[src/rtl/dmem_sequencer_if.sv]
// Bundle of every signal the data-memory sequencer exchanges with the M stage,
// the hazard unit, the host/debug loader and the single-port memory.
//   slave  : the sequencer (takes requests and mem_rdata, drives results/memory)
//   master : pipeline + host + memory side (the opposite directions)
// Vector data is a packed [LANES-1:0][31:0]; lane i occupies bits [32i+31:32i].
interface dmem_sequencer_if #(
    parameter int LANES = 4,
    parameter int AW    = 32
);
    // M-stage request
    logic                   memreq_M;
    logic                   memwrite_M;
    logic                   vector_M;
    logic [AW-1:0]          addr_M;
    logic [31:0]            wdata_M;
    logic [LANES-1:0][31:0] vwdata_M;
    // M-stage results and stall
    logic [31:0]            rdata_M;
    logic [LANES-1:0][31:0] vrdata_M;
    logic                   busy;
    // host / debug loader
    logic                   hreq;
    logic                   hwe;
    logic [AW-1:0]          haddr;
    logic [31:0]            hwdata;
    logic                   hgnt;
    logic                   hvalid;
    logic [31:0]            hrdata;
    // memory port
    logic [AW-1:0]          mem_addr;
    logic                   mem_we;
    logic [31:0]            mem_wdata;
    logic [31:0]            mem_rdata;

    modport slave (
        input  memreq_M, memwrite_M, vector_M, addr_M, wdata_M, vwdata_M,
        input  hreq, hwe, haddr, hwdata, mem_rdata,
        output rdata_M, vrdata_M, busy, hgnt, hvalid, hrdata,
        output mem_addr, mem_we, mem_wdata
    );

    modport master (
        output memreq_M, memwrite_M, vector_M, addr_M, wdata_M, vwdata_M,
        output hreq, hwe, haddr, hwdata, mem_rdata,
        input  rdata_M, vrdata_M, busy, hgnt, hvalid, hrdata,
        input  mem_addr, mem_we, mem_wdata
    );
endinterface

[src/rtl/dmem_sequencer.sv]
// dmem_sequencer: owns the single-port data memory and splits M-stage scalar
// and vector loads/stores into one-word beats. busy stalls the pipeline while
// an access is in flight. A host/debug loader shares the port; the pipeline
// has strict priority unless HOST_STARVE_EN is defined, in which case a host
// kept waiting STARVE_LIMIT cycles is granted over a pending pipeline request.
// Ports:
//   clk   - rising-edge clock
//   reset - asynchronous, active-high; aborts any op in progress
//   bus   - dmem_sequencer_if.slave (M-stage request/result, busy, host
//           port, memory port; mem_rdata is one cycle behind mem_addr)
// Config macro: HOST_STARVE_EN
// Requires LANES >= 2.
module dmem_sequencer #(
    parameter int LANES        = 4,
    parameter int AW           = 32,
    parameter int STARVE_LIMIT = 8
) (
    input  logic              clk,
    input  logic              reset,
    dmem_sequencer_if.slave   bus
);
    localparam int BW = (LANES > 1) ? $clog2(LANES) : 1;
    localparam logic [BW-1:0] LAST = BW'(LANES - 1);

    typedef enum logic [2:0] {IDLE, SLD, VLD, VST, DONE} state_t;

    state_t                 state;
    logic [BW-1:0]          beat;
    logic [AW-1:0]          addrHold;
    logic [31:0]            wdataHold;
    logic [31:0]            rdataR;
    logic [LANES-1:0][31:0] vrdataR;
    logic                   hvalidR;

    logic                   forceHost;
    logic                   idle, pipeGo, hostGnt, vldIssue, vstIssue, issue;
    logic [BW-1:0]          laneIdx;
    logic [AW-1:0]          baseAddr, pipeAddr;
    logic [AW-1:0]          curAddr;
    logic [31:0]            curWdata;
    logic                   curWe;

`ifdef HOST_STARVE_EN
    localparam int CW = $clog2(STARVE_LIMIT + 1);
    logic [CW-1:0] starveCnt;

    assign forceHost = (state == IDLE) && !reset && bus.hreq &&
                       (starveCnt == CW'(STARVE_LIMIT));

    // Saturates at the limit so a host waiting out a long op is granted in
    // the very next IDLE cycle.
    always_ff @(posedge clk or posedge reset) begin
        if (reset)
            starveCnt <= '0;
        else if (hostGnt)
            starveCnt <= '0;
        else if (bus.hreq && starveCnt != CW'(STARVE_LIMIT))
            starveCnt <= starveCnt + 1'b1;
    end
`else
    assign forceHost = 1'b0;
`endif

    // Combinational outputs are gated by reset so an abort is seen in the
    // same cycle even though the M-stage inputs are still asserted.
    assign idle     = (state == IDLE) && !reset;
    assign pipeGo   = idle && bus.memreq_M && !forceHost;
    assign hostGnt  = idle && bus.hreq && (!bus.memreq_M || forceHost);
    // VLD beat b captures lane b and issues lane b+1; VST beat b issues lane b.
    assign vldIssue = (state == VLD) && (beat != LAST) && !reset;
    assign vstIssue = (state == VST) && !reset;
    assign issue    = pipeGo || vldIssue || vstIssue || hostGnt;

    assign laneIdx  = vldIssue ? beat + 1'b1 : (vstIssue ? beat : '0);
    assign baseAddr = bus.addr_M & ~AW'(3);
    assign pipeAddr = baseAddr + AW'({laneIdx, 2'b00});   // wraps mod 2^AW

    always_comb begin
        curAddr  = addrHold;
        curWdata = wdataHold;
        curWe    = 1'b0;
        if (hostGnt) begin
            curAddr  = bus.haddr;
            curWdata = bus.hwdata;
            curWe    = bus.hwe;
        end else if (pipeGo || vldIssue || vstIssue) begin
            curAddr  = pipeAddr;
            curWdata = bus.vector_M ? bus.vwdata_M[laneIdx] : bus.wdata_M;
            curWe    = vstIssue || (pipeGo && bus.memwrite_M);
        end
    end

    // Scalar store completes in its single IDLE cycle; the last VST beat
    // releases the pipeline while its write is still on the port.
    assign bus.busy = !reset &&
        ((bus.memreq_M && (state != DONE) &&
          !((state == IDLE) && bus.memwrite_M && !bus.vector_M) &&
          !((state == VST) && (beat == LAST))) || forceHost);

    assign bus.hgnt      = hostGnt;
    assign bus.mem_addr  = curAddr;
    assign bus.mem_we    = curWe;
    assign bus.mem_wdata = curWdata;
    assign bus.rdata_M   = rdataR;
    assign bus.vrdata_M  = vrdataR;
    assign bus.hvalid    = hvalidR;
    assign bus.hrdata    = hvalidR ? bus.mem_rdata : '0;

    always_ff @(posedge clk or posedge reset) begin
        if (reset) begin
            state     <= IDLE;
            beat      <= '0;
            addrHold  <= '0;
            wdataHold <= '0;
            rdataR    <= '0;
            vrdataR   <= '0;
            hvalidR   <= 1'b0;
        end else begin
            hvalidR <= hostGnt && !bus.hwe;
            // Idle port cycles keep presenting the last address/data.
            if (issue) begin
                addrHold  <= curAddr;
                wdataHold <= curWdata;
            end
            case (state)
                IDLE: begin
                    if (pipeGo) begin
                        if (bus.vector_M && bus.memwrite_M) begin
                            state <= VST;
                            beat  <= BW'(1);
                        end else if (bus.vector_M) begin
                            state <= VLD;
                            beat  <= '0;
                        end else if (!bus.memwrite_M) begin
                            state <= SLD;
                        end
                    end
                end
                SLD: begin
                    rdataR <= bus.mem_rdata;
                    state  <= DONE;
                end
                VLD: begin
                    vrdataR[beat] <= bus.mem_rdata;
                    if (beat == LAST) begin
                        beat  <= '0;
                        state <= DONE;
                    end else begin
                        beat <= beat + 1'b1;
                    end
                end
                VST: begin
                    if (beat == LAST) begin
                        beat  <= '0;
                        state <= IDLE;
                    end else begin
                        beat <= beat + 1'b1;
                    end
                end
                DONE:    state <= IDLE;
                default: state <= IDLE;
            endcase
        end
    end
endmodule
[src/flat_wrapper.sv]
// flat-port wrapper written by rule: the top's interface ports become plain ports
module dmem_sequencer_flat 
#(
    parameter int LANES        = 4,
    parameter int AW           = 32,
    parameter int STARVE_LIMIT = 8
)
  (clk, reset, bus_memreq_M, bus_memwrite_M, bus_vector_M, bus_addr_M, bus_wdata_M, bus_vwdata_M, bus_hreq, bus_hwe, bus_haddr, bus_hwdata, bus_mem_rdata, bus_rdata_M, bus_vrdata_M, bus_busy, bus_hgnt, bus_hvalid, bus_hrdata, bus_mem_addr, bus_mem_we, bus_mem_wdata);
  dmem_sequencer_if #(.LANES(LANES), .AW(AW)) bus_i ();
  input  logic clk;
  input  logic reset;
  input wire logic [$bits(bus_i.memreq_M)-1:0] bus_memreq_M;
  input wire logic [$bits(bus_i.memwrite_M)-1:0] bus_memwrite_M;
  input wire logic [$bits(bus_i.vector_M)-1:0] bus_vector_M;
  input wire logic [$bits(bus_i.addr_M)-1:0] bus_addr_M;
  input wire logic [$bits(bus_i.wdata_M)-1:0] bus_wdata_M;
  input wire logic [$bits(bus_i.vwdata_M)-1:0] bus_vwdata_M;
  input wire logic [$bits(bus_i.hreq)-1:0] bus_hreq;
  input wire logic [$bits(bus_i.hwe)-1:0] bus_hwe;
  input wire logic [$bits(bus_i.haddr)-1:0] bus_haddr;
  input wire logic [$bits(bus_i.hwdata)-1:0] bus_hwdata;
  input wire logic [$bits(bus_i.mem_rdata)-1:0] bus_mem_rdata;
  output wire logic [$bits(bus_i.rdata_M)-1:0] bus_rdata_M;
  output wire logic [$bits(bus_i.vrdata_M)-1:0] bus_vrdata_M;
  output wire logic [$bits(bus_i.busy)-1:0] bus_busy;
  output wire logic [$bits(bus_i.hgnt)-1:0] bus_hgnt;
  output wire logic [$bits(bus_i.hvalid)-1:0] bus_hvalid;
  output wire logic [$bits(bus_i.hrdata)-1:0] bus_hrdata;
  output wire logic [$bits(bus_i.mem_addr)-1:0] bus_mem_addr;
  output wire logic [$bits(bus_i.mem_we)-1:0] bus_mem_we;
  output wire logic [$bits(bus_i.mem_wdata)-1:0] bus_mem_wdata;
  assign bus_i.memreq_M = bus_memreq_M;
  assign bus_i.memwrite_M = bus_memwrite_M;
  assign bus_i.vector_M = bus_vector_M;
  assign bus_i.addr_M = bus_addr_M;
  assign bus_i.wdata_M = bus_wdata_M;
  assign bus_i.vwdata_M = bus_vwdata_M;
  assign bus_i.hreq = bus_hreq;
  assign bus_i.hwe = bus_hwe;
  assign bus_i.haddr = bus_haddr;
  assign bus_i.hwdata = bus_hwdata;
  assign bus_i.mem_rdata = bus_mem_rdata;
  assign bus_rdata_M = bus_i.rdata_M;
  assign bus_vrdata_M = bus_i.vrdata_M;
  assign bus_busy = bus_i.busy;
  assign bus_hgnt = bus_i.hgnt;
  assign bus_hvalid = bus_i.hvalid;
  assign bus_hrdata = bus_i.hrdata;
  assign bus_mem_addr = bus_i.mem_addr;
  assign bus_mem_we = bus_i.mem_we;
  assign bus_mem_wdata = bus_i.mem_wdata;
  dmem_sequencer #(.LANES(LANES), .AW(AW), .STARVE_LIMIT(STARVE_LIMIT)) u_core (.clk(clk), .reset(reset), .bus(bus_i));
endmodule
[config.mk]
export PLATFORM = sky130hd
export DESIGN_NAME = dmem_sequencer_flat
export DESIGN_NICKNAME = d
export VERILOG_FILES = /design/src/rtl/dmem_sequencer_if.sv /design/src/rtl/dmem_sequencer.sv /design/src/flat_wrapper.sv
export SDC_FILE = /design/constraint.sdc
export NUM_CORES = 1
export LEC_CHECK = 0
export CAP_MARGIN = 10
export CELL_PAD_IN_SITES_DETAIL_PLACEMENT = 2
export CELL_PAD_IN_SITES_GLOBAL_PLACEMENT = 2
export CORE_UTILIZATION = 25
export CTS_CLUSTER_DIAMETER = 50
export DETAILED_ROUTE_END_ITERATION = 10
export PLACE_DENSITY = 0.79
export SYNTH_ARGS = -nofsm -noshare
export SYNTH_HDL_FRONTEND = slang
export SYNTH_SLANG_ARGS = --single-unit
[constraint.sdc]
create_clock -name clk -period 12.47 [get_ports clk]
set_input_delay 1.8705 -clock clk [delete_from_list [all_inputs] [get_ports clk]]
set_output_delay 1.8705 -clock clk [all_outputs]
set_load 0.03 [all_outputs]
==> summary by stage, run 1 <==
Floorplan
The floorplan row count is 78. The placeable core region is 45,500 um2. Measured along the y axis, the die boundary spans about 220 um. For this design the top-level I/O count stands at roughly 560. The effective utilization at floorplan is 0.254. The die is approximately 220 um wide.

The floorplan step defined a die boundary enclosing 47,000 um2.

Drt
The number of violations reported at the end of detailed-routing iteration 0 is roughly 330. In the final routed layout, each cell accounts on average for approximately 24 um. The routed design uses just under 4000 um of met3 wire. Summing over every cut layer, the via total after detailed routing is ~11,000. The first-pass iteration count of the detailed router is 4. In the routed layout, each cell is associated on average with a via count of 4.99. The total DRC errors in the routed layout is 0. The routed length on met1 is roughly 19,000 um. The highest layer touched by signal routing is met5. The total wirelength of the detailed-routed design is 50,500 um. The routed design uses roughly 26,000 um of met2 wire. The detail route stage leaves a number of antenna-violating nets equal to 0.

Yosys
The async set-reset flop share out of synthesis is 1.00. The synthesized area per cell is 12.3 um2. The most common cell in the synthesized netlist is sky130_fd_sc_hd__dfrtp_1. The leading register cell type out of synthesis is sky130_fd_sc_hd__dfrtp_1.

After synthesis the cells add up to between 10,000 and 15,000 um2. The cell count after synthesis is 940. In the post-synthesis netlist, the biggest area contributors are sky130_fd_sc_hd__dfrtp_1 (50%), sky130_fd_sc_hd__mux2_2 (18%), sky130_fd_sc_hd__o211ai_1 (4.3%). In this run, synthesis produced a sequential element count of 230.

The share of synthesized area in the top cell type comes to 0.499. The number of warnings reported in the yosys synthesis log is 0. The count of unique library cells instantiated by Yosys is 54.

The number of enable-type register cells in the synthesized netlist is 0. The number of nets in the synthesized netlist is between 1,000 and 1,500. The synthesized design spends more area on one cell type than any other, namely sky130_fd_sc_hd__dfrtp_1.

By count the netlist is led by sky130_fd_sc_hd__dfrtp_1 (230), sky130_fd_sc_hd__mux2_2 (185), sky130_fd_sc_hd__o211ai_1 (66), sky130_fd_sc_hd__a22oi_1 (43), sky130_fd_sc_hd__o21ai_0 (42). The share of the Yosys chip area taken by registers is 0.499.

Layout
The number of nets at the end of the flow is about 1,800. Of the cells placed in the final design, the portion with a size suffix greater than 1 is 0.191. From synthesis to final layout, the design area changed by 63.9%.

The post-layout utilization of the core is 0.416. The number of filler instances in the final layout is approximately 4,700.

Worst setup path
The worst endpoint required time is between 10 and 15 ns. In this run the critical register-to-register path is launched from u_core.beat[0]. The critical setup path kind is input port to output pin. The logic depth of the worst register-to-register path is 12. The arrival time reported for the critical path endpoint is about 5.8 ns. The slack of the worst reg-to-reg path is 8.87 ns. STA classifies the critical path startpoint as an input port. STA classifies the critical path endpoint as an output pin.

The capture instance of the worst register-to-register path is u_core.addrHold[26]. The maximum fanout along the worst path is about 90.

Placement
The number of port buffers is 552. The detailed placement HPWL is 36,200 um. Routability-driven placement finished with a final weighted congestion of between 0.8 and 0.9.

Flow run
The max capacitance violation total is 0.

Pwr
Summed over all cells, the static leakage comes to approximately 7.6 nW. Across the VDD grid, the largest voltage drop is about 0.12 mV. In this run the power density over the cells is ~280 nW/um2.

Global route
The total global routing overflow is 0. The number of antenna violations at the first check in global routing is 8. The global routing usage summed across all routing layers is 0.211. The via count of the first global-routing pass is 12,200. Entering global routing, the biggest net connects 94 pins.

The first global-routing pass estimated around 75,000 um of wire.

Hold path
For hold timing, the worst endpoint is u_core.addrHold[3]. The worst hold path belongs to the class register to register. The worst hold path cell count is 2.

The startpoint identified for the worst hold timing path is u_core.addrHold[3].

Clock network
The number of setup buffers added after CTS is 0. For this design, the CTS-stage hold fixing added 0 buffers. The clock buffer count from CTS is 37. The number of buffers on the longest clock path is 3.

The clock latency on the worst-skew pair is between 0.5 and 0.6 ns. The clock tree synthesis step divided the H-tree into 2 levels. The number of sinks handled by clock tree synthesis is 230. The tree is rooted in a sky130_fd_sc_hd__clkbuf_16.

The CTS tree is built. After clock tree synthesis, the repair step resized 0 gates. The clock slew seen by the registers of the worst setup and hold paths is around 0.050 ns.

STA
Of the available clock period, the critical path in the final layout requires 0.614. The total of endpoints with negative setup slack in the final report is 0. Counting I/O delays and the setup requirement, the final critical path takes 7.66 ns.

The transition at the pin with the smallest max-transition slack is roughly 1.1 ns. The post-route clock skew is around 0.02 ns. The number of endpoints with negative hold slack in the final report is 0.

The maximum clock rate is 131 MHz. The final-layout setup total negative slack is 0 ns. Setup repair after global routing left no endpoint under its margin. The max-slew headroom at the worst pin is 0.248. The final max-slew violation count is 0.

Status
The run finished with clean final reports.
## metal layers
layer | up-vias | global-route usage
met2 | 443 | 0.386
met1 | 5317 | 0.223
met3 | 95 | 0.0688
li1 | 4642 | -
met4 | 8 | 0.0784
met5 | - | 0
## layout make-up
class,count,area [um2],area share
Antenna cell,5,12.5,0.000662
Clock buffer,47,1050,0.0553
Clock inverter,19,294,0.0155
Inverter,6,30.0,0.00159
Multi-Input combinational cell,634,5410,0.286
Sequential cell,230,5760,0.304
Tap cell,600,751,0.0397
Timing Repair Buffer,564,5620,0.297
## worst max-delay path, stage by stage
cell and delay (ns):
sky130_fd_sc_hd__clkdlybuf4s50_1 0.61, sky130_fd_sc_hd__inv_8 0.59, sky130_fd_sc_hd__nand3_2 0.14, sky130_fd_sc_hd__inv_1 0.15, sky130_fd_sc_hd__fa_1 0.24, sky130_fd_sc_hd__nand3_2 0.16
sky130_fd_sc_hd__nor4_4 0.52, sky130_fd_sc_hd__nand2_2 0.22, sky130_fd_sc_hd__nor4_2 0.33, sky130_fd_sc_hd__a311o_1 0.18, sky130_fd_sc_hd__clkdlybuf4s50_1 0.73
## logic make-up (layout without fill, tap and decap cells)
kind of cell | after synthesis | count (layout) | share of synthesized area
flops | 230 | 230 | 0.499
compound gates | 226 | 226 | 0.144
mux | 226 | 226 | 0.217
simple gates | 153 | 153 | 0.0805
buf+inv | 76 | 636 | 0.0355
xor+xnor | 22 | 22 | 0.0167
fa+ha+maj | 7 | 7 | 0.00824
other cells | 0 | 5 | 0
## state kept, by name, indices dropped and copies added (netlist names)
register,flops
u_core.bus.vrdata_M,128
u_core.bus.hvalid,1
u_core.addrHold,32
u_core.state,3
u_core.beat,2
u_core.bus.rdata_M,32
u_core.wdataHold,32
## cells in the final DEF (no fill, tap or decap), types with 10 or more instances in the layout
master	n
sky130_fd_sc_hd__o21ai_0	42
sky130_fd_sc_hd__dfrtp_1	230
sky130_fd_sc_hd__a21oi_1	16
sky130_fd_sc_hd__a221o_1	11
sky130_fd_sc_hd__mux2i_1	34
sky130_fd_sc_hd__clkbuf_16	39
sky130_fd_sc_hd__clkdlybuf4s50_1	552
sky130_fd_sc_hd__nand2_1	30
sky130_fd_sc_hd__mux2_2	185
sky130_fd_sc_hd__a22oi_1	43
sky130_fd_sc_hd__xor2_1	15
sky130_fd_sc_hd__and2_1	33
sky130_fd_sc_hd__nor2_1	10
sky130_fd_sc_hd__and3_1	18
sky130_fd_sc_hd__nand3_1	13
sky130_fd_sc_hd__a32oi_1	33
sky130_fd_sc_hd__o211ai_1	66
sky130_fd_sc_hd__buf_4	12
## through the flow
step | cell area, um2 | cells | power, mW | worst slack [ns] | hold slack [ns]
finish | 18900 | 2105 | 5.23 | 4.81 | 0.464
global route | 18900 | 2104 | 5.47 | 4.54 | 0.493
detailed placement | 17600 | 2034 | 4.12 | 4.74 | 0.461
floorplan | 11500 | 940 | 2.91 | 0.879 | 0.440
global placement | 17600 | 2034 | 4.03 | 4.86 | 0.454
CTS | 18900 | 2100 | 5.30 | 4.73 | 0.473
## power by group
group          internal, mW  switching (mW)
logic                  1.22            1.57
registers              1.12           0.194
clock network         0.738           0.382
## worst max-delay path by stage
| stage | slack, ns | to | startpoint |
|---|---|---|---|
| floorplan | 0.88 | bus_mem_addr[24] | reset |
| global placement | 4.86 | bus_mem_addr[26] | reset |
| detailed placement | 4.74 | bus_mem_addr[26] | reset |
| CTS | 4.73 | bus_mem_addr[26] | reset |
| global route | 4.54 | bus_mem_addr[26] | reset |
| finish | 4.81 | bus_mem_addr[26] | reset |
(Power assumes the default switching activity.)
==> run 2, diff against run 1 <==
CORE_UTILIZATION = 23   (was 25)
PLACE_DENSITY = 0.76   (was 0.79)
clock period = 6.5 ns   (was 12.47 ns; I/O delays follow)
==> run 2 against run 1 <==
Net effect: first-iteration DRC count increased by 3.3%; final cell count grew 3.3%; total power rose by 91%; worst setup slack lost 4.0 ns; sequential power is 93% higher; non-clock buffer count up 4; die area grew 8.6%; clock skew fell by 0.0019 ns; via count is 0.94% lower; global-route usage fell by 1.7 points; clock power rose by 79%; hold slack better by 0.019 ns.
==> summary by stage, run 2 (synthesis gave the netlist of run 1 again) <==
Drt
The first detailed-routing pass ran for 4 iterations. The total wirelength of the detailed-routed design is just over 50,000 um. The number of violations reported at the end of detailed-routing iteration 0 is ~350.

In the final routed layout, each cell accounts on average for around 23 um. After detailed routing, the number of remaining DRC violations is 0. The via density per instance is 4.79.

In this run the remaining antenna-violating nets after routing total 0. The final route contains between 10,000 and 15,000 vias.

Worst setup path
Data on the critical path arrives at its endpoint at between 4 and 5 ns. Traced cell by cell, the critical path runs through ha_1 > or3_1 > a211oi_2 > ha_1 > fa_1 > nand3_2 > nor4_4 > nand2_2 > nor4_2 > a311o_1 > clkdlybuf4s50_1. Counting stages on the worst path, the most repeated cell is sky130_fd_sc_hd__ha_1. The startpoint class of the critical path is a register.

The worst setup path is of the register to output pin kind. The endpoint class of the critical path is an output pin. Along the worst path, the maximum fanout reaches 8. The delay of the slowest critical-path stage is between 0.7 and 0.8 ns.

The slowest stage of the critical path belongs to the cell sky130_fd_sc_hd__clkdlybuf4s50_1. The worst endpoint required time is around 5.5 ns.

STA
The total of endpoints with negative setup slack in the final report is 0. Setup repair after global routing left no endpoint under its margin. At the pin with the least slew margin, the transition time is 1.11 ns. Counting I/O delays and the setup requirement, the final critical path takes 5.64 ns. Dividing the final minimum period by the clock period gives 0.868. For this run, the top clock speed supported by timing is 177 MHz. The final max-slew violation count is 0. The number of endpoints with negative hold slack in the final report is 0. The post-route clock skew is 0.0181 ns. In this run the tightest slew margin relative to its limit is 0.259.

Placement
The detailed placement HPWL is about 37,000 um. The instance area after placement is approximately 18,000 um2. The number of port buffers is around 550. The global placement routability congestion is roughly 0.81.

Clock network
Counting the buffers created by CTS gives 37. The library cell used as clock root buffer is sky130_fd_sc_hd__clkbuf_16. The post-cts sizing count is 0. The clock passes through at most 3 buffers. The later pin in the worst-skew pair is clocked with a latency of between 0.5 and 0.6 ns. The number of sinks handled by clock tree synthesis is 230. The post-CTS setup buffer count is 0.

TritonCTS built the clock tree. After clock tree synthesis, the clock-pin slew on the worst setup and hold paths is 0.05 ns. The H-tree depth is 2. In this run, post-CTS hold repair placed 0 buffers.

Global route
Entering global routing, the biggest net connects approximately 160 pins. The global routing's busiest layer is met2. The first global-routing pass estimated ~75,000 um of wire.

In the global route stage, met1 resource usage came out at 0.207. The via count of the first global-routing pass came to 11,900. The global routing usage summed across all routing layers is 0.194. For met2 alone, demand over resource in global routing was 0.351. The number of antenna violations at the first check in global routing is 5.

The global routing usage on met3 is 0.0712. After global routing the overflow that remains totals 0.

Floorplan
In this run the vertical extent of the chip is about 230 um. The die covers roughly 51,000 um2. In this run the count of I/O pins placed on the die edge is approximately 560. The core region is a little under 50,000 um2. For this configuration, the core starts out at a cell density of 0.234. The die width is approximately 230 um. After floorplanning, the core was divided into 81 placement rows.

Pwr
The reported leakage power is around 7.6 nW. The sequential power share is 0.253. Summed over all nets, the switching power comes to 4.23 mW. Of the total power, the share spent switching nets is 0.424. The maximum vdd ir drop is 0.191 mV.

The clock network fraction of design power is 0.201. The internal power of the cells totals 5.76 mW. The combinational power share is 0.545. For this design the ratio of total power to cell area is between 500 and 600 nW/um2.

Layout
The post-layout utilization of the core is 0.388. The layout overhead on the synthesized area is 65.5%. The number of nets at the end of the flow is 1,779. The summed area of non-filler cells in the final layout is about 19,000 um2. The flip-flop count of the largest register, all copies and words added is approximately 130. The layout has between 5,000 and 6,000 filler cells.

Leaving out fill and tap cells, the most frequent cell in the layout is sky130_fd_sc_hd__clkdlybuf4s50_1. In the final layout, the share of cells above drive strength 1 is 0.212. In the layout the commonest cells are sky130_fd_sc_hd__clkdlybuf4s50_1 (549), sky130_fd_sc_hd__dfrtp_1 (230), sky130_fd_sc_hd__mux2_2 (185), sky130_fd_sc_hd__o211ai_1 (66), sky130_fd_sc_hd__a22oi_1 (43).

Flow run
The max capacitance violation total is 0.

Hold path
The classification of the worst-slack hold path is register to register.

Status
The flow ran to the end, and the final reports show no timing, DRC or antenna violations.
run 2: worst paths after layout:
path	start	slack, ns	depth (start not counted)	endpoint
max	u_core.beat[0]	0.86	11	bus_mem_addr[28]
min in group asynchronous	reset	1.16	3	u_core.state[2]
max in group asynchronous	reset	3.54	4	u_core.addrHold[30]
min	u_core.addrHold[2]	0.48	2	u_core.addrHold[2]
min reg2reg	u_core.addrHold[2]	0.48	2	u_core.addrHold[2]
max reg2reg	u_core.beat[0]	3.06	10	u_core.addrHold[28]
run 2: area by class of cell:
| type | instances | area (um2) | area share |
|---|---|---|---|
| Clock inverter | 20 | 258 | 0.0135 |
| Antenna cell | 4 | 10.0 | 0.000524 |
| Multi-Input combinational cell | 634 | 5540 | 0.290 |
| Inverter | 6 | 28.8 | 0.00151 |
| Timing Repair Buffer | 568 | 5680 | 0.298 |
| Tap cell | 664 | 831 | 0.0435 |
| Sequential cell | 230 | 5760 | 0.301 |
| Clock buffer | 48 | 997 | 0.0522 |
run 2: metal layers:
metal  share of wire  vias to the layer above
li1                -                     4653
met1            0.36                     5243
met4           0.030                        2
met5         0.00026                        -
met3           0.091                       79
met2            0.52                      429
run 2: critical path: cells and delay by family, from the launching register on:
family,cells,cell delay (ns)
simple gates,5,1.62
fa+ha+maj,3,0.89
flops,1,0.42
compound gates,2,0.47
buf+inv,1,0.72
run 2: per-stage QoR:
step	total power, mW	setup TNS, ns	worst slack [ns]	hold WS (ns)	std cells
floorplan	5.64	-34.72	-1.02	0.440	940
global placement	7.80	0	1.00	0.459	2101
detailed placement	8.00	0	0.918	0.480	2101
CTS	10.1	0	0.810	0.490	2169
global route	10.5	0	0.592	0.512	2173
finish	9.99	0	0.855	0.483	2174
run 2: power by group through the flow:
stage / clock (mW) / combinational, mW / sequential, mW
2_1_floorplan: 0 / 2.18 / 3.46
3_3_place_gp: 0 / 5.33 / 2.47
3_5_place_dp: 0 / 5.46 / 2.54
4_1_cts: 2.08 / 5.51 / 2.54
5_1_grt: 2.13 / 5.73 / 2.61
6_report: 2.01 / 5.45 / 2.53
